## src/rtl/result_display.sv

```systemverilog
// result_display: captures read-data beats from two bus masters into
// per-master buffers and lets a user browse them on four 7-segment
// digits with next/prev/select buttons. The view FSM is active only in
// run mode (mode_switch=1). Beats are captured in every view state.
module result_display #(
    parameter int DATA_LEN = 8,
    parameter int DEPTH    = 16
) (
    input  logic                clk,
    input  logic                reset,
    input  logic [DATA_LEN-1:0] rdata1,
    input  logic [DATA_LEN-1:0] rdata2,
    input  logic                rvalid1,
    input  logic                rvalid2,
    input  logic                done1,
    input  logic                done2,
    input  logic                clear1,
    input  logic                clear2,
    input  logic                mode_switch,
    input  logic                btn_next,
    input  logic                btn_prev,
    input  logic                btn_sel,
    output logic [3:0]          digit3,
    output logic [3:0]          digit2,
    output logic [3:0]          digit1,
    output logic [3:0]          digit0,
    output logic                led_done,
    output logic                led_ovf
);

    // Count must reach DEPTH itself, so it needs one more value than an address.
    localparam int CNT_W  = $clog2(DEPTH + 1);
    localparam int ADDR_W = $clog2(DEPTH);
    localparam int IDX_W  = 4;
    localparam int NUM_M  = 2;

    typedef enum logic [1:0] {
        BLANK      = 2'd0,
        SHOW_COUNT = 2'd1,
        SHOW_DATA  = 2'd2
    } view_state_e;

    // Bit positions of the buttons inside the button history vectors.
    localparam int B_NEXT = 0;
    localparam int B_PREV = 1;
    localparam int B_SEL  = 2;

    // ------------------------------------------------------------------
    // Per-master inputs gathered into arrays so both masters share one
    // generate body. Index 0 is master 1, index 1 is master 2.
    // ------------------------------------------------------------------
    logic [DATA_LEN-1:0] rdata_arr [NUM_M];
    logic [NUM_M-1:0]    rvalid_vec;
    logic [NUM_M-1:0]    done_vec;
    logic [NUM_M-1:0]    clear_vec;

    assign rdata_arr[0] = rdata1;
    assign rdata_arr[1] = rdata2;
    assign rvalid_vec   = {rvalid2, rvalid1};
    assign done_vec     = {done2, done1};
    assign clear_vec    = {clear2, clear1};

    // Per-master state exported from the generate blocks.
    logic [CNT_W-1:0]    count_arr [NUM_M];
    logic [NUM_M-1:0]    done_flag;
    logic [NUM_M-1:0]    ovf_flag;
    logic [DATA_LEN-1:0] rd_word   [NUM_M];

    // View FSM state (declared early: the buffers read at idx_reg).
    view_state_e      state_reg;
    logic             vm_reg;      // 0 = master 1, 1 = master 2
    logic [IDX_W-1:0] idx_reg;

    genvar gi;
    generate
        for (gi = 0; gi < NUM_M; gi++) begin : g_master
            logic [DATA_LEN-1:0] mem [DEPTH];
            logic [CNT_W-1:0]    count_reg;
            logic                done_reg;
            logic                ovf_reg;
            logic                buf_full;
            logic                accept;

            assign buf_full = (count_reg == CNT_W'(DEPTH));
            // A clear in the same cycle wins over the beat: the beat is dropped.
            assign accept   = rvalid_vec[gi] && !clear_vec[gi] && !buf_full;

            // Buffer write: no reset needed, entries at or beyond count are never shown.
            always_ff @(posedge clk) begin
                if (accept) begin
                    mem[count_reg[ADDR_W-1:0]] <= rdata_arr[gi];
                end
            end

            // Beat count plus sticky done/overflow flags; clear has top priority.
            always_ff @(posedge clk or posedge reset) begin
                if (reset) begin
                    count_reg <= '0;
                    done_reg  <= 1'b0;
                    ovf_reg   <= 1'b0;
                end else if (clear_vec[gi]) begin
                    count_reg <= '0;
                    done_reg  <= 1'b0;
                    ovf_reg   <= 1'b0;
                end else begin
                    if (accept) begin
                        count_reg <= count_reg + CNT_W'(1);
                    end
                    if (rvalid_vec[gi] && buf_full) begin
                        ovf_reg <= 1'b1;
                    end
                    if (done_vec[gi]) begin
                        done_reg <= 1'b1;
                    end
                end
            end

            assign count_arr[gi] = count_reg;
            assign done_flag[gi] = done_reg;
            assign ovf_flag[gi]  = ovf_reg;
            assign rd_word[gi]   = mem[ADDR_W'(idx_reg)];
        end
    endgenerate

    // ------------------------------------------------------------------
    // Button history: one register stage plus the previous sample, so a
    // held button produces exactly one single-cycle edge.
    // ------------------------------------------------------------------
    logic [2:0] btn_now_reg;
    logic [2:0] btn_prev_reg;
    logic [2:0] btn_edge;

    // Sample the buttons and keep the previous sample for edge detection.
    always_ff @(posedge clk or posedge reset) begin
        if (reset) begin
            btn_now_reg  <= '0;
            btn_prev_reg <= '0;
        end else begin
            btn_now_reg  <= {btn_sel, btn_prev, btn_next};
            btn_prev_reg <= btn_now_reg;
        end
    end

    assign btn_edge = btn_now_reg & ~btn_prev_reg;

    logic edge_next;
    logic edge_prev;
    logic edge_sel;

    assign edge_next = btn_edge[B_NEXT];
    assign edge_prev = btn_edge[B_PREV];
    assign edge_sel  = btn_edge[B_SEL];

    // ------------------------------------------------------------------
    // Values of the currently viewed master.
    // ------------------------------------------------------------------
    logic [CNT_W-1:0] view_count;
    logic             view_clear;
    logic             view_done;
    logic             view_ovf;
    logic [CNT_W-1:0] view_last;
    logic             idx_at_last;
    logic             idx_at_first;
    logic             step_next;
    logic             step_prev;

    assign view_count   = count_arr[vm_reg];
    assign view_clear   = clear_vec[vm_reg];
    assign view_done    = done_flag[vm_reg];
    assign view_ovf     = ovf_flag[vm_reg];
    assign view_last    = view_count - CNT_W'(1);
    assign idx_at_last  = (CNT_W'(idx_reg) == view_last);
    assign idx_at_first = (idx_reg == '0);
    // Simultaneous next and prev edges cancel each other out.
    assign step_next    = edge_next && !edge_prev;
    assign step_prev    = edge_prev && !edge_next;

    // View FSM: config mode forces BLANK; select beats next/prev; a clear of
    // the viewed master pulls the view back to its (now empty) count.
    always_ff @(posedge clk or posedge reset) begin
        if (reset) begin
            state_reg <= BLANK;
            vm_reg    <= 1'b0;
            idx_reg   <= '0;
        end else if (!mode_switch) begin
            state_reg <= BLANK;
            vm_reg    <= 1'b0;
            idx_reg   <= '0;
        end else begin
            case (state_reg)
                BLANK: begin
                    state_reg <= SHOW_COUNT;
                end
                SHOW_COUNT: begin
                    if (edge_sel) begin
                        vm_reg    <= ~vm_reg;
                        idx_reg   <= '0;
                        state_reg <= SHOW_COUNT;
                    end else if ((step_next || step_prev) && !view_clear
                                 && (view_count != '0)) begin
                        idx_reg   <= '0;
                        state_reg <= SHOW_DATA;
                    end
                end
                SHOW_DATA: begin
                    if (edge_sel) begin
                        vm_reg    <= ~vm_reg;
                        idx_reg   <= '0;
                        state_reg <= SHOW_COUNT;
                    end else if (view_clear) begin
                        idx_reg   <= '0;
                        state_reg <= SHOW_COUNT;
                    end else if (step_next) begin
                        if (idx_at_last) begin
                            idx_reg <= '0;
                        end else begin
                            idx_reg <= idx_reg + IDX_W'(1);
                        end
                    end else if (step_prev) begin
                        if (idx_at_first) begin
                            idx_reg <= IDX_W'(view_last);
                        end else begin
                            idx_reg <= idx_reg - IDX_W'(1);
                        end
                    end
                end
                default: begin
                    state_reg <= BLANK;
                    vm_reg    <= 1'b0;
                    idx_reg   <= '0;
                end
            endcase
        end
    end

    // ------------------------------------------------------------------
    // Display formatting, registered one cycle behind the view state.
    // ------------------------------------------------------------------
    logic [3:0] vm_digit;
    logic [7:0] count_byte;
    logic [7:0] data_byte;

    assign vm_digit   = vm_reg ? 4'd2 : 4'd1;
    assign count_byte = 8'(view_count);
    assign data_byte  = 8'(rd_word[vm_reg]);

    // Register the digits and LEDs from the current view state and buffers.
    always_ff @(posedge clk or posedge reset) begin
        if (reset) begin
            digit3   <= 4'h0;
            digit2   <= 4'h0;
            digit1   <= 4'h0;
            digit0   <= 4'h0;
            led_done <= 1'b0;
            led_ovf  <= 1'b0;
        end else begin
            case (state_reg)
                SHOW_COUNT: begin
                    digit3   <= vm_digit;
                    digit2   <= 4'hC;
                    digit1   <= count_byte[7:4];
                    digit0   <= count_byte[3:0];
                    led_done <= view_done;
                    led_ovf  <= view_ovf;
                end
                SHOW_DATA: begin
                    digit3   <= vm_digit;
                    digit2   <= idx_reg;
                    digit1   <= data_byte[7:4];
                    digit0   <= data_byte[3:0];
                    led_done <= view_done;
                    led_ovf  <= view_ovf;
                end
                default: begin
                    digit3   <= 4'h0;
                    digit2   <= 4'h0;
                    digit1   <= 4'h0;
                    digit0   <= 4'h0;
                    led_done <= 1'b0;
                    led_ovf  <= 1'b0;
                end
            endcase
        end
    end

endmodule

```

## config.mk

```make
export PLATFORM = sky130hd
export DESIGN_NAME = result_display
export DESIGN_NICKNAME = d
export VERILOG_FILES = /design/src/rtl/result_display.sv
export SDC_FILE = /design/constraint.sdc
export NUM_CORES = 1
export LEC_CHECK = 0
export CORE_MARGIN = 2
export CORE_UTILIZATION = 65
export CTS_CLUSTER_DIAMETER = 80
export DETAILED_ROUTE_END_ITERATION = 8
export PLACE_DENSITY = 0.84
export REMOVE_ABC_BUFFERS = 1
export SYNTH_ARGS = -nofsm -noshare
export SYNTH_HDL_FRONTEND = slang
export SYNTH_SLANG_ARGS = --single-unit
```

## constraint.sdc

```tcl
create_clock -name clk -period 8.1 [get_ports clk]
set_input_delay 1.62 -clock clk [delete_from_list [all_inputs] [get_ports clk]]
set_output_delay 1.62 -clock clk [all_outputs]
set_load 0.1 [all_outputs]
```

# Word-level counts from Yosys, hierarchy flattened
# Memory sizes are Yosys's and may differ from the RTL's.
# Index checks and enable logic that the tools add are counted.
[totals]
ff_bits = 45
ram_bits = 256
inputBits = 28
output_inout_bits = 18
word_cells = 125
mem_count = 2
[mem_list]
columns = ["name", "words", "word_bits", "rd", "rd_clocked_by_memory_dff", "wr", "line", "text"]
rows = [
  ["g_master[0].mem", 16, 8, 1, 0, 1, "77", "logic [DATA_LEN-1:0] mem [DEPTH];"],
  ["g_master[1].mem", 16, 8, 1, 0, 1, "77", ""],
]
[op_classes]
add_sub_neg = 5
order_cmp = 2
eq_ne = 10
n_mux = 54
n_bitwise = 4
reduce_logical = 31
[ops]
columns = ["op", "n"]
rows = [
  ["2-to-1 mux 4 bit", 9],
  ["2-to-1 mux 5 bit", 7],
  ["2-to-1 mux 8 bit", 3],
  ["case mux 4 bit (2 select lines)", 3],
  ["2-to-1 mux 1 bit", 22],
  ["2-to-1 mux 2 bit", 7],
  ["case mux 4 bit (3 select lines)", 1],
  ["nonzero test 2 bit", 6],
  ["adder 5 x 1 -> 5 bit (second input constant)", 2],
  ["equality test 5 bit (second input constant)", 2],
  ["logical AND 1 bit", 10],
  ["!= test 4 bit (second input constant)", 2],
  ["zero test 1 bit", 7],
  ["!= test 6 bit (second input constant)", 1],
  ["case mux 2 bit (3 select lines)", 1],
  ["equality test 4 x 5 -> 1 bit", 1],
  ["nonzero test 5 bit", 1],
  ["subtractor 5 x 1 -> 5 bit (second input constant)", 1],
  ["adder 4 x 1 -> 4 bit (second input constant)", 1],
  ["zero test 4 bit", 1],
  ["AND reduction 2 bit", 2],
  ["subtractor 4 x 1 -> 4 bit (second input constant)", 1],
  ["bitwise AND 3 bit", 1],
  ["!= test 3 x 2 -> 1 bit (second input constant)", 1],
  ["other kinds (13)", 13],
]

# Longest topological paths before layout
[depth]
depth_word = 12
depth_mapped = 12
depth_no_buf = 8

# Worst setup path after synthesis
# OpenSTA, ideal clock, no wires.
[synth_path]
path_type = "in2reg"
start = "input clear2"
end = "register idx_reg[2]"
setup_time_ps = 67
arrival_ps = 3032
required_time_ps = 8033
slack_ps = 5001
stages = 7
path_buffers = 1
path_cell_list = "buf_2 mux2_2 o2111ai_1 o211ai_2 a2111oi_1 o211ai_1 nand2_1"
[synth_between]
elab_chain_len = 7
elab_cells_between_ends = 12
classes_between = "2 x eq/ne; 6 x mux; 4 x reduce/logical"
[synth_rtl]
columns = ["item", "line", "text"]
rows = [
  ["start: declaration", "18", "input logic clear2,"],
  ["2-to-1 mux 1 bit (implied by the code) * (2 in series)", "168", "assign view_clear = clear_vec[vm_reg];"],
  ["zero test 1 bit", "199", "end else if ((step_next || step_prev) && !view_clear"],
  ["logical AND 1 bit", "199", ""],
  ["logical AND 1 bit", "200", "&& (view_count != '0)) begin"],
  ["!= test 4 bit (no line)", "-", ""],
  ["AND reduction 3 bit (no line)", "-", ""],
  ["end signal: assignment", "217", "idx_reg <= idx_reg + IDX_W'(1);"],
  ["end signal: assignment", "221", "idx_reg <= IDX_W'(view_last);"],
  ["end signal: assignment", "223", "idx_reg <= idx_reg - IDX_W'(1);"],
  ["end: declaration", "72", "logic [IDX_W-1:0] idx_reg;"],
]
# Mark *: on every way between the ends. The rest lies on a longest branch, timed or not. The select of a mux whose other input is x is not followed.
# A chain may end at the register's enable or synchronous reset.

# Worst setup path after layout
[layout_path]
start = "register digit1[2]"
end = "output digit1[2]"
[layout_lines]
columns = ["item", "line", "text"]
rows = [
  ["start: declaration", "25", "output logic [3:0] digit1,"],
  ["start signal: assignment", "261", "digit1 <= count_byte[7:4];"],
  ["start signal: assignment", "269", "digit1 <= data_byte[7:4];"],
]
# No word-level cell between the ends.

==> results.sh <==
export IMPL_vdd_ir_drop_worst_mv=0.179
export IMPL_postCtsSetupBuffers=0
export IMPL_synthTopCellsByArea="edfxtp_1, mux4_2, dfrtp_1"
export IMPL_switchingPower_uw=792
export IMPL_slowest_stage="clkdlybuf4s50_1"
export IMPL_power_clock_fraction=0.387
export IMPL_cts_root_buffer="clkbuf_16"
export IMPL_synth_seq_cells=299
export IMPL_viasPerCell=6.68
export IMPL_grt_antenna_before_repair=0
export IMPL_post_cts_hold_buffer_count=0
export IMPL_ys_seq_area_frac=0.714
export IMPL_worst_r2r_setup_slack_ns=4.90
export IMPL_finalWeightedCongestion=0.843
export IMPL_run_status="finished, final reports clean"
export IMPL_p_sw_frac=0.236
export IMPL_relSlewSlack=0.217
export IMPL_timing_final_hold_violations=0
export IMPL_yosys_mux_area_fraction=0.154
export IMPL_synth_compound_area_frac=0.0223
export IMPL_max_cap_viol_count=0
export IMPL_first_global_vias=6631
export IMPL_drt_iter0_markers=700
export IMPL_critPathArrivalTime_ns=2.03
export IMPL_crit_required_ns=6.48
export IMPL_drt_wirelength_per_cell_microns=26.7
export IMPL_synth_xor_area_share=0.0118
export IMPL_crit_path_cell_trace="clkdlybuf4s50_1"
export IMPL_post_synth_fa_ha_maj_area_fraction=0.0173
export IMPL_core_sq_um=18600
export IMPL_synth_cell_area_sq_um=12300
export IMPL_setup_worst_path_end_class="primary output"
export IMPL_synthesized_area_per_cell_sq_um=18.5
export IMPL_clock_sinks=299
export IMPL_timing_setup_tns_ns=0
export IMPL_tritoncts_num_buffers=29
export IMPL_final_max_slew_viol_count=0
export IMPL_route_detailed_drc=0
export IMPL_power_leakage_uw=0.00445
export IMPL_ioPinCount=46
export IMPL_drt_pre_antenna_iters=5
export IMPL_period_share=0.451
export IMPL_design_final_nets=752
export IMPL_die_width_microns=141
export IMPL_synth_edff_count=256
export IMPL_antenna_cells_inserted=0
export IMPL_finish_utilization=0.737
export IMPL_synth_area_leader_cell="edfxtp_1"
export IMPL_die_area_sq_um=20000
export IMPL_cp_slowest_stage_delay_ns=1.15
export IMPL_dominant_combinational_cell_family_by_area_after_synthesis="multiplexers"
export IMPL_grt_setup_unrepaired="false"
export IMPL_synth_cell_type_count=46
export IMPL_largest_fanout_of_any_net_on_the_critical_path=1
export IMPL_ys_warn_count=0
export IMPL_port_buffers=43
export IMPL_pwr_share_comb=0.100
export IMPL_grtUsageTotal=0.266
export IMPL_synthToLayoutAreaGrowth_pct=12.0
export IMPL_path_class="reg -> out"
export IMPL_wl_microns=25700
export IMPL_post_route_min_period_ns=3.65
export IMPL_floorplan_rows=50
export IMPL_grt_first_pass_wirelength_microns=39300
export IMPL_worst_path_buf_inv=1
export IMPL_synthArstFlopShare=0.144
export IMPL_floorplan_die_height_microns=141
export IMPL_power_report_internal_total_uw=2560
export IMPL_initial_standard_cell_utilization_of_the_core=0.658
export IMPL_clk_pin_slew_ns=0.06
export IMPL_post_cts_resized=0
export IMPL_drt_antenna_violating_nets=0
export IMPL_worstSkewPairLatency_ns=0.55
export IMPL_globalRouteOverflowTotal=0
export IMPL_worst_setup_path_start_kind="register"
export IMPL_worst_hold_path_type="reg -> reg"
export IMPL_clockBufferDepth=3
export IMPL_place_detailed_hpwl_microns=15900
export IMPL_synth_top_cell_area_share=0.626
export IMPL_grt_max_degree=47
export IMPL_power_per_cell_area_nw_per_um2=244
export IMPL_fmaxAchievable_mhz=274
export IMPL_largest_reg_flops=256
export IMPL_fin_skew_ns=0.0306
export IMPL_setup_viol_count_final=0
export IMPL_post_synthesis_simple_gate_area_fraction=0.0582
export IMPL_num_vias=6436
export IMPL_layout_drive_gt1_share=0.175
export IMPL_worst_pin_slew_ns=1.17
export IMPL_htreeDepth=1
export IMPL_sequentialPowerShare=0.513
export IMPL_ys_flop_type="edfxtp_1"
export IMPL_syn_inst=662
export IMPL_tritoncts="done"
export IMPL_path_delay_family="buffers and inverters"
[power by group through the flow]
| stage | sequential [uW] | clock (uW) | combinational, uW |
|---|---|---|---|
| 6_report | 1720 | 1300 | 335 |
| 5_1_grt | 1720 | 1370 | 356 |
| 4_1_cts | 1720 | 1310 | 334 |
| 3_5_place_dp | 1750 | 0 | 332 |
| 3_3_place_gp | 1750 | 0 | 321 |
| 2_1_floorplan | 1840 | 0 | 136 |
[area by class of cell]
cell class | instances | area [sq um]
fill | 1043 | 4890
tap | 234 | 293
multi-input combinational | 315 | 3240
timing repair buffer | 48 | 468
sequential | 299 | 8770
clock buffer | 33 | 741
inverter | 14 | 52.6
clock inverter | 21 | 181
[layer usage]
layer / GRT usage / vias to the layer above / part of all wire / wire (microns)
met2: 0.435 / 371 / 0.49 / 12700
li1: - / 2706 / - / -
met1: 0.377 / 3305 / 0.40 / 10300
met4: 0.0763 / 0 / 0.025 / 654
met3: 0.0483 / 54 / 0.083 / 2130
met5: 0 / - / 0 / 0
[final timing paths]
check,from,to,depth (start not counted)
setup / recovery,digit1[2],digit1[2],1
hold / removal,btn_now_reg[2],btn_prev_reg[2],0
setup reg to reg,idx_reg[1],digit1[0],5
hold reg to reg,btn_now_reg[2],btn_prev_reg[2],0
max in group asynchronous,reset,digit3[0],3
min in group asynchronous,reset,state_reg[1],2
[cell families after synthesis]
logic type | Yosys count
adder cells (fa/ha/maj) | 17
other | 1
buffers and inverters | 49
multiplexers | 95
AO/OA/AOI/OAI | 41
flip-flops | 299
XOR/XNOR | 15
AND/OR/NAND/NOR | 145
[cell usage after synthesis, drive strengths merged (8+ instances only)]
library cell    n
buf            25
clkbuf         10
a21oi           8
nand4           8
dfrtp          43
mux4           75
inv            13
mux2i          19
and2           18
edfxtp        256
o21ai          12
nor2b          10
nand3          17
nor2           43
nand2          27
ha             17
[layout by cell type, fill, tap and decap left out, drive strengths merged, types with 5 or more instances in the layout]
master	n
nor2	43
and2	18
inv	14
nand4	8
buf	5
nor2b	10
ha	17
edfxtp	256
nand2	27
clkdlybuf4s50	43
nand3	17
dfrtp	43
o2111ai	6
mux4	75
clkbuf	33
clkinv	16
mux2i	19
nor3	7
a21oi	8
o21ai	12
xnor2	7
xor2	7
[through the flow]
stage | cell area [sq um] | setup slack (ns) | power (uW) | std cells | hold WS [ns]
floorplan | 12100 | 3.64 | 1980 | 628 | 0.347
global route | 13700 | 4.36 | 3450 | 964 | 0.396
finish | 13700 | 4.45 | 3350 | 964 | 0.375
detailed placement | 12800 | 3.99 | 2080 | 910 | 0.358
global placement | 12800 | 4.22 | 2070 | 910 | 0.361
CTS | 13700 | 4.42 | 3370 | 964 | 0.379
No activity file was read; power rests on OpenSTA's default activity.
==> RTL change: new RTL, same flow settings <==
Change the parameter `DATA_LEN` from 8 to 16.
--- a/src/rtl/result_display.sv
+++ b/src/rtl/result_display.sv
@@ -3,7 +3,7 @@
 // digits with next/prev/select buttons. The view FSM is active only in
 // run mode (mode_switch=1). Beats are captured in every view state.
 module result_display #(
-    parameter int DATA_LEN = 8,
+    parameter int DATA_LEN = 16,
     parameter int DEPTH    = 16
 ) (
     input  logic                clk,
Interface: changed (resized rdata1 and rdata2); port bits go from 46 to 62. No check against the original RTL was run, so the function may have changed too.
==> RTL change against the original RTL <==
- critical path depth unchanged
- via count up 4.4%
- wire length rose by 4.4%
- final area increased by 0.43%
- area after synthesis up 0.74%
- total power shrank 1.2%
- setup slack better by 0.033 ns
- hold slack improved by 0.011 ns
- non-clock buffer count stayed put
- sequential cell count did not move
- largest cell class unchanged
==> RTL change: results <==
metrics = {
    "outcome": {
        "status": "completed",
    },
    "setup_path": {
        "slowest_delay_ns": 1.13,
        "r2r_setup_slack_ns": 4.61,
    },
    "drt": {
        "met2WireLength_um": 13400,
        "num_vias": 6718,
        "wl_met3_um": 2280,
        "wl_um": 26900,
        "drtIter0Drc": 937,
        "wl_met1_um": 10300,
    },
    "logic_synthesis": {
        "synthXorXnorAreaFrac_pct": 1.36,
        "ys_top_cells_by_area": "edfxtp_1 62%, mux4_2 9.7%, dfrtp_1 8.7%",
        "ys_top_cells_by_count": "256 x edfxtp_1, 53 x mux4_2, 43 x dfrtp_1",
        "synth_enable_flop_cells": 256,
        "synth-compound-area-share_pct": 3.47,
        "synth.distinct_cells": 50,
        "syn_inst": 699,
        "synth_mux_area_share_pct": 13.6,
        "yosysSeqAreaShare_pct": 70.9,
    },
    "place": {
        "place_congestion": 0.874,
        "dp_hpwl_um": 16200,
        "dpl-instance-area_um2": 12900,
        "post-place-ws_ns": 4.20,
    },
    "global_route": {
        "track_usage_pct": 27.9,
        "grt_first_pass_wirelength_um": 41200,
    },
    "power_and_ir_drop": {
        "ir_drop_mv": 0.189,
        "p_leak_nw": 4.56,
    },
    "sta": {
        "holdWs_ns": 0.385,
        "fin_crit_sh_pct": 44.7,
    },
    "layout": {
        "stdcell_count": 996,
        "num-nets-final": 801,
        "fill_cells": 1058,
        "drive_gt1_share_pct": 13.1,
    },
    "clock_network": {
        "clock_latency_ns": 0.54,
    },
}
## RTL change: changes by cell type after synthesis, sizes merged, moves of 6 or more
cell / delta
o21ai: -7
o2111ai: -6
mux2i: +14
mux4: -16
a21oi: +6
o22ai: +8
o221ai: +15
and2: +17
nor2: -17
## RTL change: metal layers
layer  vias up  GRT usage [%]
met5         -              0
met4         0           10.1
met3        74           4.62
met2       415           46.4
met1      3386           38.2
li1       2843              -
## RTL change: area by class of cell
| class | count | area share (%) |
|---|---|---|
| multi-input combinational | 346 | 24.2 |
| sequential | 299 | 63.5 |
| clock inverter | 17 | 0.952 |
| timing repair buffer | 48 | 3.39 |
| inverter | 16 | 0.435 |
| tap | 234 | 2.12 |
| clock buffer | 36 | 5.45 |
## RTL change: final timing paths
kind | startpoint | end | depth (start not counted)
min reg2reg | btn_now_reg[2] | btn_prev_reg[2] | 0
max | led_ovf | led_ovf | 1
min | btn_now_reg[2] | btn_prev_reg[2] | 0
min in group asynchronous | reset | g_master[0].done_reg | 3
max reg2reg | vm_reg | idx_reg[0] | 8
max in group asynchronous | reset | idx_reg[0] | 3
## RTL change: kinds of logic after synthesis
logic type / after synthesis
flip-flops: 299
AO/OA/AOI/OAI: 61
multiplexers: 92
XOR/XNOR: 16
adder cells (fa/ha/maj): 17
AND/OR/NAND/NOR: 158
buffers and inverters: 55
other: 1
## RTL change: report_power, final
part	switching, W	total, W	internal (W)
combinational	0.000225	0.000329	0.000104
sequential	0.0000213	0.00172	0.00170
clock	0.000539	0.00126	0.000718
## RTL change: worst reg2reg max path: stages (launching register included)
cell and delay, ns:
dfrtp_1 1.01, mux2i_1 0.37, ha_1 0.38, nor4b_1 0.17, a31oi_1 0.35, o221ai_1 0.29, nor2_1 0.40, o221ai_1 0.20
o22ai_1 0.22
